**src/rtl/regfile_param.sv**
```systemverilog
// Parameterised 2-read/1-write register file with register 0 tied to zero,
// write-to-read bypass, and a ready/valid sequential dump of all registers.
module regfile_param #(
    parameter int WIDTH = 32,
    parameter int AW    = 5
) (
    input  logic             clk,
    input  logic             reset,
    input  logic [AW-1:0]    a1,
    input  logic [AW-1:0]    a2,
    output logic [WIDTH-1:0] rd1,
    output logic [WIDTH-1:0] rd2,
    input  logic [AW-1:0]    a3,
    input  logic [WIDTH-1:0] wd3,
    input  logic             we3,
    input  logic             dump_req,
    input  logic             dump_ready,
    output logic             dump_valid,
    output logic [AW-1:0]    dump_idx,
    output logic [WIDTH-1:0] dump_data,
    output logic             dump_done
);

    localparam int DEPTH = 1 << AW;

    typedef enum logic {
        IDLE,
        DUMP
    } state_t;

    state_t           state;
    logic [AW-1:0]    counter;
    logic [WIDTH-1:0] regs [DEPTH];
    logic             write_en;

    assign write_en = we3 && (a3 != '0);

    // Register 0 is only ever cleared, so it stays zero forever.
    always_ff @(posedge clk) begin
        if (reset) begin
            for (int i = 0; i < DEPTH; i++) begin
                regs[i] <= '0;
            end
        end else if (write_en) begin
            regs[a3] <= wd3;
        end
    end

    always_comb begin
        rd1 = regs[a1];
        rd2 = regs[a2];
        if (write_en && (a3 == a1)) rd1 = wd3;
        if (write_en && (a3 == a2)) rd2 = wd3;
        if (a1 == '0) rd1 = '0;
        if (a2 == '0) rd2 = '0;
    end

    // The done pulse also blocks a new request in the cycle right after a dump.
    always_ff @(posedge clk) begin
        if (reset) begin
            state     <= IDLE;
            counter   <= '0;
            dump_done <= 1'b0;
        end else begin
            dump_done <= 1'b0;
            case (state)
                IDLE: begin
                    if (dump_req && !dump_done) begin
                        state   <= DUMP;
                        counter <= '0;
                    end
                end
                DUMP: begin
                    if (dump_ready) begin
                        if (&counter) begin
                            state     <= IDLE;
                            dump_done <= 1'b1;
                        end else begin
                            counter <= counter + 1'b1;
                        end
                    end
                end
                default: state <= IDLE;
            endcase
        end
    end

    assign dump_valid = (state == DUMP);
    assign dump_idx   = counter;
    assign dump_data  = dump_valid ? regs[counter] : '0;

endmodule

```
**config.mk**
```make
export PLATFORM = sky130hd
export DESIGN_NAME = regfile_param
export DESIGN_NICKNAME = d
export VERILOG_FILES = /design/src/rtl/regfile_param.sv
export SDC_FILE = /design/constraint.sdc
export NUM_CORES = 2
export LEC_CHECK = 0
export ABC_CLOCK_PERIOD_IN_PS = 2670
export CAP_MARGIN = 20
export CORE_ASPECT_RATIO = 0.75
export CORE_MARGIN = 2
export CORE_UTILIZATION = 36
export DETAILED_ROUTE_END_ITERATION = 8
export PLACE_DENSITY = 0.47
export SYNTH_ARGS = -nofsm -noshare
export SYNTH_HDL_FRONTEND = slang
export SYNTH_SLANG_ARGS = --single-unit
export TNS_END_PERCENT = 20
```
**constraint.sdc**
```tcl
create_clock -name clk -period 2.67 [get_ports clk]
set_input_delay 0.4005 -clock clk [delete_from_list [all_inputs] [get_ports clk]]
set_output_delay 0.4005 -clock clk [all_outputs]
set_load 0.005 [all_outputs]
```
==> After elaboration in Yosys (flattened, before gate mapping) <==
Memory sizes are Yosys's and may differ from the RTL's. A register that Yosys moved wholly into a read port is not among the register bits.
Index checks and enable logic that the tools add are counted.
{ "word_totals": {"ff_bits": 7, "memories": 1, "input_bits": 52, "latchBits": 0, "output_inout_bits": 103, "mem_bits_ro": 0, "ramBits": 1024, "elab_cells": 48} }
{ "memory_table": {"columns": ["memory", "depth", "word_bits", "rd", "rd_ports_with_merged_regs", "write_ports", "line", "source"], "rows": [
  ["regs", 32, 32, 3, 1, 32, "33", "logic [WIDTH-1:0] regs [DEPTH];"]
]} }
{ "classes": {"order_cmp": 0, "div_mod_pow": 0, "multipliers": 0, "n_shift": 0, "add_sub_neg": 1, "bitwise": 2, "eq_ne": 5, "n_mux": 24, "reduce_logical": 12} }
{ "op_table": {"columns": ["cell", "n"], "rows": [
  ["32-bit two-way mux", 6],
  ["32-bit OR reduction", 1],
  ["5-bit two-way mux", 6],
  ["5-bit equality test", 2],
  ["5-bit logical NOT", 2],
  ["1-bit two-way mux", 10],
  ["5-bit case mux with 2 select lines", 1],
  ["2-bit != test, second input constant", 3],
  ["5-bit by 1-bit adder with 5-bit output, second input constant", 1],
  ["5-bit AND reduction", 1],
  ["5-bit nonzero test", 1],
  ["1-bit logical AND", 4],
  ["3-bit AND reduction", 1],
  ["3-bit OR reduction", 1],
  ["1-bit NOT", 2],
  ["1-bit case mux with 2 select lines", 1],
  ["1-bit logical NOT", 1]
]} }

==> Logic depth before layout (Yosys ltp) <==
{ "logic_depth": {"depth_word": 7, "mapped_depth": 10, "depth_no_buf": 7} }

==> Least setup slack after synthesis <==
OpenSTA, ideal clock, no wires.
{ "synth_timing": {"path_type": "input -> output", "startpoint": "in a1[0]", "endpoint": "out rd1[14]", "path_stages": 8, "arrival_ns": 2.146, "path_slack_ns": 0.123, "path_cell_list": "buf_2 -> buf_6 -> buf_6 -> buf_2 -> mux4_2 -> a22oi_1 -> nand2_1 -> a32o_1"} }
{ "synth_between": {"elab_chain_len": 4, "word_cells_on_any_way": 6} }
{ "synth_lines": {"columns": ["element", "line", "source"], "rows": [
  ["from (decl)", "9", "input logic [AW-1:0] a1,"],
  ["parallel branches: the longest is 3 deep, another holds memory 32 x 32 bit", null, null],
  ["32-bit two-way mux *", "54", "if (a1 == '0) rd1 = '0;"],
  ["to (decl)", "11", "output logic [WIDTH-1:0] rd1,"]
]} }
Every way passes the cells marked *.

==> flow_metrics.env <==
export IMPL_grt_antenna_before_repair=45
export IMPL_antenna_left=0
export IMPL_drtIter0Drc=7789
export IMPL_power_frac_seq=0.435
export IMPL_holdPathEnd="dump_done$_SDFF_PP0_"
export IMPL_max_clock_freq_mhz=270
export IMPL_vdd_drop_max_v=0.000510
export IMPL_hp_start="dump_ready"
export IMPL_rsz0062_at_grt="true"
export IMPL_clkLatencyLatePin_ps=770
export IMPL_fp_dieArea_mm2=0.180
export IMPL_worst_slack_ps=-1030
export IMPL_overflow=0
export IMPL_hold_viol=0
export IMPL_drive_gt1_frac=0.425
export IMPL_critical_path_buf_inv_count=6
export IMPL_core_mm2=0.175
export IMPL_drv_slew=0
export IMPL_hold_depth=3
export IMPL_cp_cell_sequence="buf_12 -> buf_16 -> buf_12 -> buf_8 -> buf_12 -> mux4_2 -> mux4_2 -> a22o_4 -> buf_6"
export IMPL_nFillCells=15500
export IMPL_syn2layout_area_growth_pct=29.3
export IMPL_io_buffers=154
export IMPL_synthFlopType="edfxtp_1"
export IMPL_synth_edf_count=1024
export IMPL_placementRows=133
export IMPL_intPower_w=0.0323
export IMPL_cts_tree="done"
export IMPL_power_switching_w=0.0125
export IMPL_first_pass_iters=6
export IMPL_drt_drc_violations_left=0
export IMPL_io_pins=155
export IMPL_cp_slowest_stage_delay_ps=520
export IMPL_grt_pass1_vias=47000
export IMPL_setup_viol=96
export IMPL_syn_inst=4300
export IMPL_fp_dieW_um=489
export IMPL_drv_cap=0
export IMPL_reg2reg_setup_slack_ps=800
export IMPL_root_buffer="clkbuf_16"
export IMPL_p_per_area_mw_per_mm2=544
export IMPL_synth_seq_area_share=0.487
export IMPL_die_y_um=368
export IMPL_vias=49300
export IMPL_cts_buffers=118
export IMPL_path_common_cell="buf_12"
export IMPL_hpwl_um=214000
export IMPL_clock_sinks=1036
export IMPL_failed_checks="setup timing"
export IMPL_arrival_ps=3300
export IMPL_worst_path_dominant_cell_family="multiplexers"
export IMPL_rr_worst_depth=7
export IMPL_finalSetupTns_ps=-63320
export IMPL_critPathLaunchType="flip-flop"
export IMPL_placed_cells=7266
export IMPL_synth_seq_cells=1036
export IMPL_clk_pin_slew_ps=60
export IMPL_end_kind="primary output"
export IMPL_gp_congestion=0.926
export IMPL_fin_crit_sh=1.39
export IMPL_clock_skew_final_ps=7.31
export IMPL_pre_cts_slack_ps=-992
export IMPL_wl_um=322000
export IMPL_synth_area_mm2=0.0636
export IMPL_worst_slew_pin_slew_ps=771
export IMPL_grt_use_total=0.354
export IMPL_fin_crit_ps=3700
export IMPL_status="complete, but fails checks"
export IMPL_vias_per_cell=6.51
export IMPL_synth_avg_cell_area_um2=14.8
export IMPL_cp_required_ps=2270
export IMPL_slew_headroom=0.486
export IMPL_path_max_fanout=6
export IMPL_start_util=0.363
export IMPL_power_share_clock=0.372
export IMPL_ys_async_sr_fraction=0
export IMPL_grt_max_degree=71
export IMPL_leakage_nw=29.4
export IMPL_htreeDepth=3
export IMPL_num_nets_final=5159
export IMPL_routedWlPerCell_um=42.5
export IMPL_combPwrFrac=0.193
export IMPL_finalNonFillerCells=7583
export IMPL_total_power_w=0.0448
export IMPL_max_clock_path_buffers=3
export IMPL_hold_class="primary input to flip-flop"
export IMPL_sw_frac_of_total=0.279
export IMPL_yosys_warnings=0
export IMPL_synth_cell_types=59
export IMPL_grt_pass1_wl_um=429000
export IMPL_timing_worst_setup_path_type="flip-flop to primary output"
export IMPL_worst_path_max_delay_cell="mux4_2"
export IMPL_r2r_start="dump_idx[0]$_SDFFE_PP0N_"
state kept, by name, summed over array words and instances, names as in the netlist, named ones only:
register and flops:
regs 1024, dump_idx 5, dump_done 1, dump_valid 1
layout make-up:
class | instances | area (um^2) | share of cell area
multi-input combinational | 2798 | 31600 | 0.384
sequential | 1036 | 31000 | 0.377
timing repair buffer | 1148 | 12900 | 0.156
clock buffer | 158 | 3220 | 0.0391
tap | 2362 | 2960 | 0.0359
clock inverter | 57 | 553 | 0.00672
antenna | 21 | 52.6 | 0.000639
inverter | 3 | 11.3 | 0.000137
per-stage QoR:
| stage | hold slack [ps] | instance area, um^2 | utilization |
|---|---|---|---|
| 6_report | 244 | 82300 | 0.469 |
| 5_1_grt | 260 | 82200 | 0.469 |
| 4_1_cts | 199 | 81900 | 0.467 |
| 3_5_place_dp | 564 | 76300 | 0.435 |
| 3_3_place_gp | 559 | 76300 | 0.435 |
| 2_1_floorplan | 520 | 63700 | - |
cell usage after synthesis (7+ instances only):
cell type  count  area (um^2)
buf_1         25         93.8
a221o_1       30          300
a21oi_1       52          260
mux2i_1      242         2420
mux4_2       711        16000
nand2_1       90          338
nor3_1        28          140
o221ai_1      22          193
nand3_1       23          115
dfxtp_1       12          240
a211o_1        7         61.3
a211oi_1      40          300
nor2b_1       22          138
nor2_1        69          259
buf_6         39          439
buf_2         64          320
a22oi_1       75          563
xnor2_1        8         70.1
o22ai_1       47          294
a32o_1        32          320
and2_1       995         6220
a22o_1        49          429
nand2b_1      10         62.6
edfxtp_1    1024        30700
buf_4         31          233
or2_2         32          200
a2111oi_0      8         70.1
clkbuf_1     332         1250
mux2_2        42          473
a221oi_1      30          263
o21ai_0       36          180
layer usage:
layer	vias up	GRT usage	wire length, um
met2	3941	0.506	136000
met3	735	0.112	42700
li1	18800	-	-
met5	-	0	68
met4	10	0.146	16500
met1	25900	0.496	127000
power groups by stage:
stage / logic, W / clock network [W] / registers (W)
6_report: 0.00865 / 0.0166 / 0.0195
5_1_grt: 0.00882 / 0.0174 / 0.0196
4_1_cts: 0.00844 / 0.0167 / 0.0194
3_5_place_dp: 0.00804 / 0 / 0.0198
3_3_place_gp: 0.00805 / 0 / 0.0197
2_1_floorplan: 0.00385 / 0 / 0.0195
repair_timing:
action / 4_1_cts / 5_1_grt
setup buffers: 43 / 34
gates cloned: 15 / 4
setup endpoints to repair: 96 / 96
hold buffers: 0 / 0
pin swaps: 84 / 39
gates resized for setup: 416 / 102
endpoints found under the hold margin: 0 / 0
kinds of logic after synthesis:
group | Yosys count | share of synthesized area
AOI/OAI and AO/OA | 453 | 0.0545
muxes | 995 | 0.297
adders and majority gates | 2 | 0.000393
other | 1 | 0.0000589
DFF | 1036 | 0.487
buffers and inverters | 497 | 0.0375
xor gates and xnor gates | 12 | 0.00165
and+or+nand+nor | 1304 | 0.122
worst register-to-register path: stages (launching register included):
cell	delay (ps)
dfxtp_1	350
ha_1	230
and3_1	180
ha_1	190
and3b_1	330
nand2_1	100
xor2_1	140
nor3_1	230
worst max-delay path by stage:
stage / start / to / slack, ps / depth (start not counted)
detailed placement: a2[0] / rd2[4] / -990 / 8
global route: flip-flop / dump_data[24] / -1070 / 9
global placement: a2[0] / rd2[4] / -980 / 8
CTS: flip-flop / dump_data[30] / -1110 / 9
floorplan: a1[0] / rd1[14] / 120 / 8
finish: flip-flop / dump_data[24] / -1030 / 9
placed cells by master (no fill, tap or decap), types with 14 or more instances in the layout:
cell	instances
a211oi_1	23
a211oi_2	17
a21oi_1	43
a221o_1	28
a221oi_1	26
a22o_1	31
a22o_4	18
a22oi_1	59
a22oi_2	16
a32o_1	18
a32o_2	14
and2_1	993
buf_12	270
buf_16	20
buf_2	15
buf_4	675
buf_6	41
clkbuf_1	33
clkbuf_16	126
clkbuf_2	17
clkdlybuf4s50_1	68
clkinv_1	17
clkinv_2	24
conb_1	32
diode_2	21
dlygate4sd2_1	14
edfxtp_1	1024
mux2_2	39
mux2i_1	233
mux4_2	711
nand2_1	81
nand3_1	17
nor2_1	28
nor2_4	36
nor2b_1	16
nor3_1	22
o21ai_0	31
o221ai_1	22
o22ai_1	46
or2_4	31
Power figures use the tool's default switching activity.
